<file path="src/rtl/ip_tx.sv">
// ip_tx: byte-serial IPv4 transmitter. Builds a 20-byte option-less IPv4
// header (DF set, source FPGA_IP) with a computed checksum, then streams
// header and payload bytes to the MAC under ready backpressure.

`ifndef FPGA_IP
`define FPGA_IP 32'hC0A8010A
`endif
`ifndef FPGA_DATA_WIDTH
`define FPGA_DATA_WIDTH 8
`endif

module ip_tx #(
    parameter logic [7:0]  TTL         = 8'd64,
    parameter logic [15:0] MAX_SEG_LEN = 16'd1480
) (
    input  logic                        i_sys_clk,
    input  logic                        i_rstn,
    input  logic                        i_send,
    input  logic [31:0]                 i_dst_ip,
    input  logic [15:0]                 i_segment_len_b,
    input  logic [7:0]                  i_segment_type,
    output logic                        o_seg_rd,
    input  logic [`FPGA_DATA_WIDTH-1:0] i_seg_data,
    input  logic                        i_mac_ready,
    output logic                        o_ip_valid,
    output logic [`FPGA_DATA_WIDTH-1:0] o_ip_data,
    output logic                        o_ip_last,
    output logic                        o_ip_tx_busy,
    output logic                        o_drop
);

    localparam logic [31:0] SRC_IP        = `FPGA_IP;
    localparam logic [3:0]  LAST_WORD     = 4'd9;
    localparam logic [4:0]  LAST_HDR_BYTE = 5'd19;

    typedef enum logic [1:0] {
        IDLE,
        CSUM,
        HEADER,
        PAYLOAD
    } state_t;

    state_t state, state_nxt;

    logic [31:0] dst_q;
    logic [15:0] len_q;
    logic [7:0]  type_q;
    logic [15:0] id_q;
    logic [15:0] id_cnt;
    logic [15:0] csum_q;
    logic [3:0]  word_cnt;
    logic [16:0] acc;
    logic [4:0]  byte_cnt;
    logic [15:0] pay_cnt;
    logic        drop_q;

    logic        req_ok;
    logic        accept;
    logic        reject;
    logic        out_ld;
    logic        pay_last;
    logic [15:0] total_len;
    logic [15:0] hdr_word;
    logic [16:0] acc_sum;
    logic [16:0] fold1;
    logic [15:0] fold2;
    logic [7:0]  hdr_byte;

    assign req_ok    = (i_segment_len_b != 16'd0) &&
                       (i_segment_len_b <= MAX_SEG_LEN) &&
                       ((i_segment_type == 8'h06) || (i_segment_type == 8'h11));
    assign accept    = (state == IDLE) && i_send && req_ok;
    assign reject    = (state == IDLE) && i_send && !req_ok;
    assign total_len = len_q + 16'd20;
    assign pay_last  = (pay_cnt == len_q - 16'd1);
    assign o_drop    = drop_q;

    // Header word fed to the checksum adder, checksum word itself taken as zero
    always_comb begin
        hdr_word = '0;
        case (word_cnt)
            4'd0:    hdr_word = 16'h4500;
            4'd1:    hdr_word = total_len;
            4'd2:    hdr_word = id_q;
            4'd3:    hdr_word = 16'h4000;
            4'd4:    hdr_word = {TTL, type_q};
            4'd5:    hdr_word = 16'h0000;
            4'd6:    hdr_word = SRC_IP[31:16];
            4'd7:    hdr_word = SRC_IP[15:0];
            4'd8:    hdr_word = dst_q[31:16];
            4'd9:    hdr_word = dst_q[15:0];
            default: hdr_word = '0;
        endcase
    end

    // One's-complement add with end-around carry; the final value is folded
    // twice so a carry produced by the fold itself is not lost
    always_comb begin
        acc_sum = {1'b0, acc[15:0]} + {16'b0, acc[16]} + {1'b0, hdr_word};
        fold1   = {1'b0, acc_sum[15:0]} + {16'b0, acc_sum[16]};
        fold2   = fold1[15:0] + {15'b0, fold1[16]};
    end

    // Header byte selected by the output byte counter
    always_comb begin
        hdr_byte = '0;
        case (byte_cnt)
            5'd0:    hdr_byte = 8'h45;
            5'd1:    hdr_byte = 8'h00;
            5'd2:    hdr_byte = total_len[15:8];
            5'd3:    hdr_byte = total_len[7:0];
            5'd4:    hdr_byte = id_q[15:8];
            5'd5:    hdr_byte = id_q[7:0];
            5'd6:    hdr_byte = 8'h40;
            5'd7:    hdr_byte = 8'h00;
            5'd8:    hdr_byte = TTL;
            5'd9:    hdr_byte = type_q;
            5'd10:   hdr_byte = csum_q[15:8];
            5'd11:   hdr_byte = csum_q[7:0];
            5'd12:   hdr_byte = SRC_IP[31:24];
            5'd13:   hdr_byte = SRC_IP[23:16];
            5'd14:   hdr_byte = SRC_IP[15:8];
            5'd15:   hdr_byte = SRC_IP[7:0];
            5'd16:   hdr_byte = dst_q[31:24];
            5'd17:   hdr_byte = dst_q[23:16];
            5'd18:   hdr_byte = dst_q[15:8];
            5'd19:   hdr_byte = dst_q[7:0];
            default: hdr_byte = '0;
        endcase
    end

    // State register
    always_ff @(posedge i_sys_clk or negedge i_rstn) begin
        if (!i_rstn) state <= IDLE;
        else         state <= state_nxt;
    end

    // Next-state decode
    always_comb begin
        state_nxt = state;
        case (state)
            IDLE:    if (accept) state_nxt = CSUM;
            CSUM:    if (word_cnt == LAST_WORD) state_nxt = HEADER;
            HEADER:  if (out_ld && (byte_cnt == LAST_HDR_BYTE)) state_nxt = PAYLOAD;
            PAYLOAD: if (out_ld && pay_last) state_nxt = IDLE;
            default: state_nxt = IDLE;
        endcase
    end

    // Output-side strobes: register load enable, payload read, busy
    always_comb begin
        out_ld       = ~o_ip_valid | i_mac_ready;
        o_seg_rd     = (state == PAYLOAD) & out_ld;
        o_ip_tx_busy = (state != IDLE);
    end

    // Request latch, datagram ID counter, checksum accumulation and reject pulse
    always_ff @(posedge i_sys_clk or negedge i_rstn) begin
        if (!i_rstn) begin
            dst_q    <= '0;
            len_q    <= '0;
            type_q   <= '0;
            id_q     <= '0;
            id_cnt   <= '0;
            csum_q   <= '0;
            word_cnt <= '0;
            acc      <= '0;
            drop_q   <= 1'b0;
        end else begin
            drop_q <= reject;
            if (accept) begin
                dst_q    <= i_dst_ip;
                len_q    <= i_segment_len_b;
                type_q   <= i_segment_type;
                id_q     <= id_cnt;
                id_cnt   <= id_cnt + 16'd1;
                acc      <= '0;
                word_cnt <= '0;
            end else if (state == CSUM) begin
                acc <= acc_sum;
                if (word_cnt == LAST_WORD) begin
                    csum_q   <= ~fold2;
                    word_cnt <= '0;
                end else begin
                    word_cnt <= word_cnt + 4'd1;
                end
            end
        end
    end

    // Output register; with nothing to load it only retires the accepted byte
    always_ff @(posedge i_sys_clk or negedge i_rstn) begin
        if (!i_rstn) begin
            o_ip_valid <= 1'b0;
            o_ip_data  <= '0;
            o_ip_last  <= 1'b0;
            byte_cnt   <= '0;
            pay_cnt    <= '0;
        end else if (out_ld) begin
            case (state)
                HEADER: begin
                    o_ip_valid <= 1'b1;
                    o_ip_data  <= hdr_byte;
                    o_ip_last  <= 1'b0;
                    byte_cnt   <= (byte_cnt == LAST_HDR_BYTE) ? 5'd0 : byte_cnt + 5'd1;
                end
                PAYLOAD: begin
                    o_ip_valid <= 1'b1;
                    o_ip_data  <= i_seg_data;
                    o_ip_last  <= pay_last;
                    pay_cnt    <= pay_last ? 16'd0 : pay_cnt + 16'd1;
                end
                default: begin
                    o_ip_valid <= 1'b0;
                    o_ip_last  <= 1'b0;
                end
            endcase
        end
    end

endmodule

</file>
<file path="config.mk">
export PLATFORM = sky130hd
export DESIGN_NAME = ip_tx
export DESIGN_NICKNAME = d
export VERILOG_FILES = /design/src/rtl/ip_tx.sv
export SDC_FILE = /design/constraint.sdc
export NUM_CORES = 1
export LEC_CHECK = 0
export CAP_MARGIN = 20
export CORE_MARGIN = 2
export CORE_UTILIZATION = 59
export DETAILED_ROUTE_END_ITERATION = 8
export HOLD_SLACK_MARGIN = 0.02
export PLACE_DENSITY = 0.88
export SYNTH_ARGS = -nofsm -noshare
export SYNTH_HDL_FRONTEND = slang
export SYNTH_SLANG_ARGS = --single-unit
</file>
<file path="constraint.sdc">
create_clock -name i_sys_clk -period 7.93 [get_ports i_sys_clk]
set_input_delay 0.793 -clock i_sys_clk [delete_from_list [all_inputs] [get_ports i_sys_clk]]
set_output_delay 0.793 -clock i_sys_clk [all_outputs]
set_load 0.05 [all_outputs]
</file>
Word level (Yosys, flattened, before mapping):

Cells that the tools add are included.

* register bits: 159
* logic and storage cells: 106
* output and inout bits: 13
* input bits: 68

* $lt $le $gt $ge: 1
* reduce and logical (&&, ||, !) cells: 23
* mux-type cells: 17
* add/sub/neg operators: 10
* bitwise operators: 5
* eq/ne operators: 35

Operators by type and width (number)
* $pmux 16 s9: 1
* $pmux 8 s17: 1
* $eq 5x4->1 const B: 8
* $add 16x1->17: 2
* $mux 17: 2
* $add 16x1->16 const B: 2
* $eq 5x5->1 const B: 4
* $add 17x16->17: 1
* $add 16x1->16: 1
* $add 16x5->16 const B: 1
* $eq 16x16->1: 1
* $le 16x11->1 const B: 1
* $mux 16: 1
* $not 16->16: 1
* $pmux 8 s2: 1
* $reduce_bool 16->1: 1
* $sub 16x1->16 const B: 1
* $eq 5x3->1 const B: 3
* $eq 4x3->1 const B: 3
* $mux 4: 3
* $eq 5x2->1 const B: 2
* $eq 4x2->1 const B: 2
* $eq 4x4->1 const B: 2
* $eq 8x3->1 const B: 1
* 25 further kinds: 45

Depth between registers and ports, before layout:

Gate-level depths: netlist (run 1).

* depth after elaboration: 6
* gate-level depth with buffers: 31
* mapped depth without buffers: 28

Least setup slack after synthesis (run 1):

No wires, ideal clock.

* kind: register -> register
* from: register word_cnt[2]
* to: register csum_q[15]
* stages on the path, launching flop included: 31
* clock period less this slack: 6.564 ns
* arrival time: 6.486 ns
* data required time: 7.852 ns
* buffers on the path: 4
* library setup time: 0.078 ns
* setup slack: 1.366 ns
* path through: dfrtp_1 > clkbuf_1 > nor2b_1 > clkbuf_1 > and3b_1 > clkbuf_1 > a222oi_1 > a21boi_0 > fa_1 > fa_1 > and2b_1 > o21ai_2 > a211o_1 > a31oi_1 > a21o_1 > nand2_1 > nand2_1 > ha_1 > ha_1 > and2_1 > nand3_1 > nor3_1 > nor4b_1 > ha_1 > nand3_1 > or2_2 > clkbuf_1 > a2111oi_4 > o2111ai_2 > xor3_1 > o21ai_1

* cells in the longest elaborated chain, start to end: 6
* elaborated cells between the ends (all ways): 15
* those cells by class: add/sub (3); eq/ne (8); mux (1); bitwise (1); reduce/logical (2)

Ends and longest elaborated chain
* start: declaration: RTL line 51 `logic [3:0] word_cnt;`
* start signal: assignment: RTL line 185 `word_cnt <= word_cnt + 4'd1;`
* $eq 4x4->1 (tied with other cells): RTL line 81, 181
* $pmux 16 s9: RTL line 81 `case (word_cnt)`
* $add 17x16->17: RTL line 99 `acc_sum = {1'b0, acc[15:0]} + {16'b0, acc[16]} + {1'b0, hdr_word};`
* $add 16x1->17: RTL line 100 `fold1 = {1'b0, acc_sum[15:0]} + {16'b0, acc_sum[16]};`
* $add 16x1->16: RTL line 101 `fold2 = fold1[15:0] + {15'b0, fold1[16]};`
* $not 16->16: RTL line 182 `csum_q <= ~fold2;`
* end signal: assignment: RTL line 182
* end: declaration: RTL line 50 `logic [15:0] csum_q;`

Several ways; a longest one is shown, not always the timed one.
A chain may end at the register's enable or synchronous reset.

Worst setup path after layout (run 1):

* from: register len_q[2]
* to: register csum_q[15]

* cells in the longest elaborated chain, start to end: 6

Ends and longest elaborated chain
* start: declaration: RTL line 46 `logic [15:0] len_q;`
* start signal: assignment: RTL line 173 `len_q <= i_segment_len_b;`
* $add 16x5->16: RTL line 74 `assign total_len = len_q + 16'd20;`
* $pmux 16 s9: RTL line 81
* $add 17x16->17: RTL line 99
* $add 16x1->17: RTL line 100
* $add 16x1->16: RTL line 101
* $not 16->16: RTL line 182

Every way passes these cells.

==> out/metrics.yaml, run 1 <==
grt_util_all_layers_pct: 33.5
vias_in_the_first_global_route: 8604
async_flop_share_pct: 100
accumulated_negative_setup_slack_ns: 0
critPathCaptureType: "flip-flop"
synth_enable_flop_cells: 0
dieArea_mm2: 0.0183
top_level_ports: 81
worst_r2r_startpoint: "len_q[2]$_DFFE_PN0P_"
postSynthAreaPerCell_um2: 8.52
timing.final.crit_period_ns: 7.35
critical_path.slowest_cell: "sky130_fd_sc_hd__ha_1"
placementRows: 48
antenna_violating_nets_post_route: 0
timing.max_slew.rel_slack_pct: 27.0
grt_antenna_before_repair: 0
total_congestion_overflow_after_global_routing: 0
vias_per_cell: 6.32
worst_pin_slew_ns: 1.09
critical_path.most_common_cell: "sky130_fd_sc_hd__ha_1"
synth.distinct_cells: 87
die_w_um: 135
routed_wirelength_mm: 30.4
synth_area_mm2: 0.0102
ys_seq_area_share_pct: 39.0
core_region_area_mm2: 0.0171
clk_root_buffer_cell: "sky130_fd_sc_hd__clkbuf_16"
drt_pass1_iterations: 7
start_kind: "flip-flop"
fin_worst_skew_ns: 0.0146
clkSlewWorstSetupHoldPaths_ns: 0.07
worst_ep_required_time_ns: 8.27
syn_nets: 1300
gp_routability_congestion: 1.05
top_cell_type_by_total_area_after_synthesis: "sky130_fd_sc_hd__dfrtp_1"
ys_seq_elements: 159
status: "finished, final reports clean"
grt_setup_unrepaired: "false"
initial_core_util_pct: 59.5
cts_tree: "done"
grt_start_max_net_pins: 94
drt_first_iter_violations: 1382
wl_per_cell_um: 20.6
max_incr_delay_on_cp_ns: 0.48
place.port_buffers: 80
post_cts_hold_buffer_count: 0
max-clock-path-buffers: 2
detailroute.via_count: 9326
crit_type: "reg2reg"
drc: 0
fmaxAchievable_mhz: 136
post-layout-total-power_mw: 1.84
yosys_warnings: 0
holdCritPathClass: "in2async"
reported_leakage_power_nw: 5.23
area_growth_from_synthesis_to_layout_pct: 15.0
critical_path_origin: "len_q[2]$_DFFE_PN0P_"
p_per_area_mw_per_mm2: 157
final_layout_size_suffix_gt1_share_pct: 6.16
layout_net_count: 1341
h_tree_levels: 4
ys_dominant_reg_cell: "sky130_fd_sc_hd__dfrtp_1"
dp_hpwl_mm: 22.4
worst_supply_voltage_drop_on_vdd_v: 0.000210
fp.dieH_um: 135
yosys.area.top_type_share_pct: 39.0
netlist_instances: 1196
maxCapViolations: 0
final.period_utilization_pct: 92.7
cts_inserted_buffers: 17
timing.critical_path.fanout_max: 10
report.final.setup_viol: 0
clkLatencyLatePin_ns: 0.44
insertedDiodeCount: 0
worst_ep_arrival_time_ns: 7.70
clock_sink_count: 159
global_route_wire_length_before_repair_mm: 47.2
final_slew_viol_count: 0
timing.final.hold_violations: 0
synth_area_leaders: "sky130_fd_sc_hd__dfrtp_1 (39%), sky130_fd_sc_hd__nand2_1 (9.8%), sky130_fd_sc_hd__xnor2_1 (4.8%)"
==> registers in the layout, summed over array words and instances (netlist names), 8 cells and up <==
signal and cells:
dst_q 32, len_q 16, type_q 8, csum_q 16, id_q 16, o_ip_data 8, acc 17, pay_cnt 16
id_cnt 16
==> final cells by class <==
| class | count | area (um2) |
|---|---|---|
| inverters | 32 | 120 |
| clock buffers | 17 | 425 |
| well taps | 225 | 282 |
| repair buffers | 90 | 877 |
| multi-input cells | 937 | 5850 |
| flip-flops and latches | 159 | 3980 |
| fillers | 1391 | 5400 |
| clock inverters | 15 | 189 |
==> synth_stat cells (all sizes together), types with 6 or more instances <==
cell type    n
nor2        94
dfrtp      159
nand3       32
and2        17
nor2b        9
a22o         8
a21oi       43
mux2i       14
a211oi      14
inv         31
nand4       14
a21o        10
xor2        33
a22oi       10
a222oi      19
nand2      268
nor4         6
clkbuf      63
o211ai       7
nor3        22
a31oi       12
xnor2       58
a221oi      12
ha          34
and3        22
o21ai       78
nand2b       8
==> metrics by stage <==
stage               cells  instance area (um2)  util [%]  hold slack (ns)  worst slack (ns)
floorplan            1196                10200         -            0.445              1.37
global placement     1443                11100      64.8            0.460             0.834
detailed placement   1443                11100      64.8            0.471             0.491
CTS                  1475                11700      68.4            0.468             0.457
global route         1475                11700      68.5            0.497            0.0458
finish               1475                11700      68.5            0.430             0.577
==> metal layers <==
metal	vias up	part of all wire (%)	global-route usage (%)
met5	-	0	0
met4	0	3.1	11.2
met3	72	9.4	6.92
met2	484	46	51.6
met1	4462	42	47.6
li1	4308	-	-
==> path summary, 6_finish.rpt <==
kind	endpoint	slack [ns]	depth (start not counted)
hold reg to reg	o_ip_data[7]$_DFFE_PN0P_	0.49	2
setup / recovery	csum_q[15]$_DFFE_PN0P_	0.58	28
max in group asynchronous	word_cnt[3]$_DFFE_PN0P_	6.06	2
min in group i_sys_clk	o_ip_data[7]$_DFFE_PN0P_	0.49	2
setup reg to reg	csum_q[15]$_DFFE_PN0P_	0.58	28
hold / removal	pay_cnt[8]$_DFFE_PN0P_	0.43	1
==> layout by cell type, fill, tap and decap left out, types with 10 or more instances in the layout <==
master / instances
sky130_fd_sc_hd__o21ai_0: 76
sky130_fd_sc_hd__a211oi_1: 11
sky130_fd_sc_hd__a31oi_1: 12
sky130_fd_sc_hd__a21oi_1: 41
sky130_fd_sc_hd__a222oi_1: 19
sky130_fd_sc_hd__xnor2_1: 56
sky130_fd_sc_hd__nor3_1: 22
sky130_fd_sc_hd__clkbuf_16: 17
sky130_fd_sc_hd__a22oi_1: 10
sky130_fd_sc_hd__buf_4: 10
sky130_fd_sc_hd__and2_1: 16
sky130_fd_sc_hd__nand3_1: 32
sky130_fd_sc_hd__inv_1: 31
sky130_fd_sc_hd__a221oi_1: 12
sky130_fd_sc_hd__nand4_1: 13
sky130_fd_sc_hd__dfrtp_1: 158
sky130_fd_sc_hd__ha_1: 34
sky130_fd_sc_hd__and3_1: 22
sky130_fd_sc_hd__clkdlybuf4s50_1: 79
sky130_fd_sc_hd__nor2_1: 93
sky130_fd_sc_hd__a21o_1: 10
sky130_fd_sc_hd__mux2i_1: 14
sky130_fd_sc_hd__nand2_1: 267
sky130_fd_sc_hd__xor2_1: 32
==> report_power, final <==
part | total [mW] | leakage (nW) | internal (mW) | switching (mW)
logic | 0.137 | 2.87 | 0.0640 | 0.0731
registers | 0.854 | 2.06 | 0.828 | 0.0261
clock network | 0.849 | 0.298 | 0.456 | 0.393
==> cell families (layout without fill, tap and decap cells) <==
logic type / after synthesis / count (layout) / synth area share (%)
simple gates: 529 / 529 / 24.0
compound gates: 263 / 263 / 18.7
flops: 159 / 159 / 39.0
buf+inv: 100 / 154 / 3.72
xor+xnor: 92 / 92 / 8.28
fa+ha+maj: 36 / 36 / 4.57
mux: 17 / 17 / 1.71
==> repair_timing <==
action | CTS | global route
setup buffers | 0 | 0
setup endpoints to repair | 0 | 1
resized for setup | 0 | 3
==> worst max-delay path: cells and delay by family, from the launching register on <==
kind            cells  cell delay [ns]
fa+ha+maj           5             1.41
xor+xnor            2             0.66
simple gates       11             2.32
flops               1             0.46
compound gates     10             2.43
(Power assumes the default switching activity.)
==> run 2: changes to the inputs <==
ABC_AREA = 0   (was unset)
MAX_ROUTING_LAYER = met4   (was unset)
==> run 2 against run 1 <==
Clock skew increased by 0.0054 ns. Critical path type unchanged. Highest routed layer unchanged. Via count decreased by 0.39%. Wire length increased by 0.99%. Sequential share of layout area about the same.
==> out/metrics.yaml, run 2 (synthesis results as in run 1) <==
status: "finished, final reports clean"  # unchanged
detailroute.via_count: 9290  # was 9326
dieArea_mm2: 0.0183  # unchanged
worst_supply_voltage_drop_on_vdd_v: 0.000188  # was 0.000210 V
fill_cells: 1392  # was 1391
largestRegisters: "dst_q x32, acc x17"  # unchanged
registers.top_by_ff_count: "dst_q"  # unchanged
placement.setup.worst_slack_ns: 0.574  # was 0.491 ns
grt_antenna_before_repair: 1  # was 0
max-clock-path-buffers: 2  # unchanged
clkSlewWorstSetupHoldPaths_ns: 0.07  # about the same
reg2reg_slack_ns: 0.57  # was 0.58 ns
fmaxAchievable_mhz: 136  # about the same
crit_type: "reg2reg"  # unchanged
timing.final.crit_period_ns: 7.36  # was 7.35 ns
comb_power_share_pct: 7.4  # was 7.5%
accumulated_negative_setup_slack_ns: 0  # unchanged
final_cell_mix: "sky130_fd_sc_hd__nand2_1 (267), sky130_fd_sc_hd__dfrtp_1 (158), sky130_fd_sc_hd__nor2_1 (93)"  # unchanged
antenna_violating_nets_post_route: 0  # unchanged
critPathCaptureType: "flip-flop"  # unchanged
fp.dieH_um: 135  # unchanged
netSwitchingFraction_pct: 27.7  # was 26.8%
drc: 0  # unchanged
p_seq_share_pct: 46.7  # was 46.4%
h_tree_levels: 4  # unchanged
clock_sink_count: 159  # unchanged
final_slew_viol_count: 0  # unchanged
final.period_utilization_pct: 92.8  # was 92.7%
vias_in_the_first_global_route: 8658  # was 8604
clock_power_share_pct: 45.9  # was 46.1%
timing.max_slew.rel_slack_pct: 27.3  # was 27.0%
cts_inserted_buffers: 17  # unchanged
worst_ep_arrival_time_ns: 7.70  # about the same
final_common_cell: "sky130_fd_sc_hd__nand2_1"  # unchanged
area_growth_from_synthesis_to_layout_pct: 14.9  # was 15.0%
total_congestion_overflow_after_global_routing: 0  # unchanged
grt_setup_unrepaired: "false"  # unchanged
drt_pass1_iterations: 9  # was 7
vias_per_cell: 6.30  # was 6.32
report.final.setup_viol: 0  # unchanged
clk_root_buffer_cell: "sky130_fd_sc_hd__clkbuf_16"  # unchanged
p_per_area_mw_per_mm2: 156  # was 157 mW/mm2
die_w_um: 135  # unchanged
cts_tree: "done"  # unchanged
fin_worst_skew_ns: 0.0199  # was 0.0146 ns
power_switching_mw: 0.505  # was 0.492 mW
setup_ws_ns: 0.574  # was 0.577 ns
post_cts_hold_buffer_count: 0  # unchanged
timing.final.hold_violations: 0  # unchanged
initial_core_util_pct: 59.5  # unchanged
placementRows: 48  # unchanged
wl_per_cell_um: 20.8  # was 20.6 um
top_level_ports: 81  # unchanged
gp_routability_congestion: 1.04  # was 1.05
worst_ep_required_time_ns: 8.27  # about the same
grt_util_all_layers_pct: 35.4  # was 33.5%
drt_first_iter_violations: 1168  # was 1382
core_region_area_mm2: 0.0171  # unchanged
worst_pin_slew_ns: 1.08  # was 1.09 ns
start_kind: "flip-flop"  # unchanged
place.port_buffers: 80  # unchanged
layout_net_count: 1340  # was 1341
final_layout_size_suffix_gt1_share_pct: 6.00  # was 6.16%
global_route_wire_length_before_repair_mm: 48.2  # was 47.2 mm
dp_hpwl_mm: 23.0  # was 22.4 mm
grt_start_max_net_pins: 93  # was 94
internal_power_mw: 1.32  # was 1.35 mW
reported_leakage_power_nw: 5.23  # about the same
holdCritPathClass: "in2async"  # unchanged
final_core_utilization_pct: 68.4  # was 68.5%
timing.critical_path.fanout_max: 20  # was 10
post-layout-total-power_mw: 1.83  # was 1.84 mW
maxCapViolations: 0  # unchanged
routed_wirelength_mm: 30.7  # was 30.4 mm
clkLatencyLatePin_ns: 0.45  # was 0.44 ns
max_ffs_per_register: 32  # unchanged
[run 2: worst max-delay path, stage by stage, from the launching register on]
cell                        delay, ns
sky130_fd_sc_hd__dfrtp_1         0.73
sky130_fd_sc_hd__nand2b_1        0.19
sky130_fd_sc_hd__nor3_1          0.18
sky130_fd_sc_hd__buf_4           0.22
sky130_fd_sc_hd__a222oi_1        0.11
sky130_fd_sc_hd__a21boi_0        0.17
sky130_fd_sc_hd__fa_1            0.43
sky130_fd_sc_hd__fa_1            0.43
sky130_fd_sc_hd__and2b_1         0.27
sky130_fd_sc_hd__o21ai_2         0.12
sky130_fd_sc_hd__a211o_1         0.29
sky130_fd_sc_hd__a31oi_1         0.25
sky130_fd_sc_hd__a21o_1          0.15
sky130_fd_sc_hd__nand2_1         0.06
sky130_fd_sc_hd__nand2_1         0.07
sky130_fd_sc_hd__ha_1            0.17
sky130_fd_sc_hd__ha_1            0.20
sky130_fd_sc_hd__and2_1          0.19
sky130_fd_sc_hd__nand3_1         0.19
sky130_fd_sc_hd__nor3_1          0.38
sky130_fd_sc_hd__nor4b_1         0.45
sky130_fd_sc_hd__ha_1            0.25
sky130_fd_sc_hd__nand3_1         0.18
sky130_fd_sc_hd__or2_2           0.41
sky130_fd_sc_hd__a2111oi_4       0.43
sky130_fd_sc_hd__o2111ai_2       0.23
sky130_fd_sc_hd__xor3_1          0.38
sky130_fd_sc_hd__o21ai_1         0.12
[run 2: metrics by stage]
step	hold WS, ns	std cells	instance area, um2
2_1_floorplan	0.445	1196	10200
3_3_place_gp	0.460	1442	11100
3_5_place_dp	0.466	1442	11100
4_1_cts	0.429	1474	11700
5_1_grt	0.458	1475	11700
6_report	0.391	1475	11700
[run 2: worst paths after layout]
check | endpoint | depth (start not counted) | from
setup / recovery | csum_q[15]$_DFFE_PN0P_ | 27 | word_cnt[1]$_DFFE_PN0P_
hold / removal | pay_cnt[7]$_DFFE_PN0P_ | 1 | i_rstn
setup reg to reg | csum_q[15]$_DFFE_PN0P_ | 27 | word_cnt[1]$_DFFE_PN0P_
hold reg to reg | id_cnt[15]$_DFFE_PN0P_ | 1 | id_cnt[15]$_DFFE_PN0P_
max in group asynchronous | word_cnt[3]$_DFFE_PN0P_ | 2 | i_rstn
min in group i_sys_clk | id_cnt[15]$_DFFE_PN0P_ | 1 | id_cnt[15]$_DFFE_PN0P_
[run 2: final cells by class]
| cell class | count | area, um2 | area share (%) |
|---|---|---|---|
| multi-input cells | 937 | 5850 | 49.9 |
| flip-flops and latches | 159 | 3980 | 34.0 |
| repair buffers | 89 | 870 | 7.43 |
| clock buffers | 17 | 425 | 3.63 |
| well taps | 225 | 282 | 2.40 |
| clock inverters | 15 | 184 | 1.57 |
| inverters | 32 | 120 | 1.03 |
| diodes | 1 | 2.50 | 0.0214 |
[run 2: metal layers]
layer	track usage, %	wire [um]	vias up	part of all wire, %
met2	52.5	13900	483	45
met5	-	0	-	0
met4	13.1	1170	0	3.8
li1	-	-	4302	-
met3	7.18	2810	93	9.2
met1	48.4	12800	4412	42
[run 2: power by group through the flow]
stage          Sequential [mW]  Combinational (mW)  Clock, mW
3_3_place_gp             0.868               0.132          0
2_1_floorplan            0.874              0.0524          0
6_report                 0.853               0.136      0.838
4_1_cts                  0.852               0.137      0.848
5_1_grt                  0.856               0.151      0.881
3_5_place_dp             0.868               0.135          0
[run 2: timing repair]
action,CTS,global route
resized for setup,0,2
buffers inserted,0,0
setup endpoints to repair,0,1
hold endpoints to repair,0,0
==> run 3: changes to the inputs <==
ABC_CLOCK_PERIOD_IN_PS = 7930   (was unset)
==> results of run 3 <==
The final DEF is identical to that of run 2; final timing and power are the same.
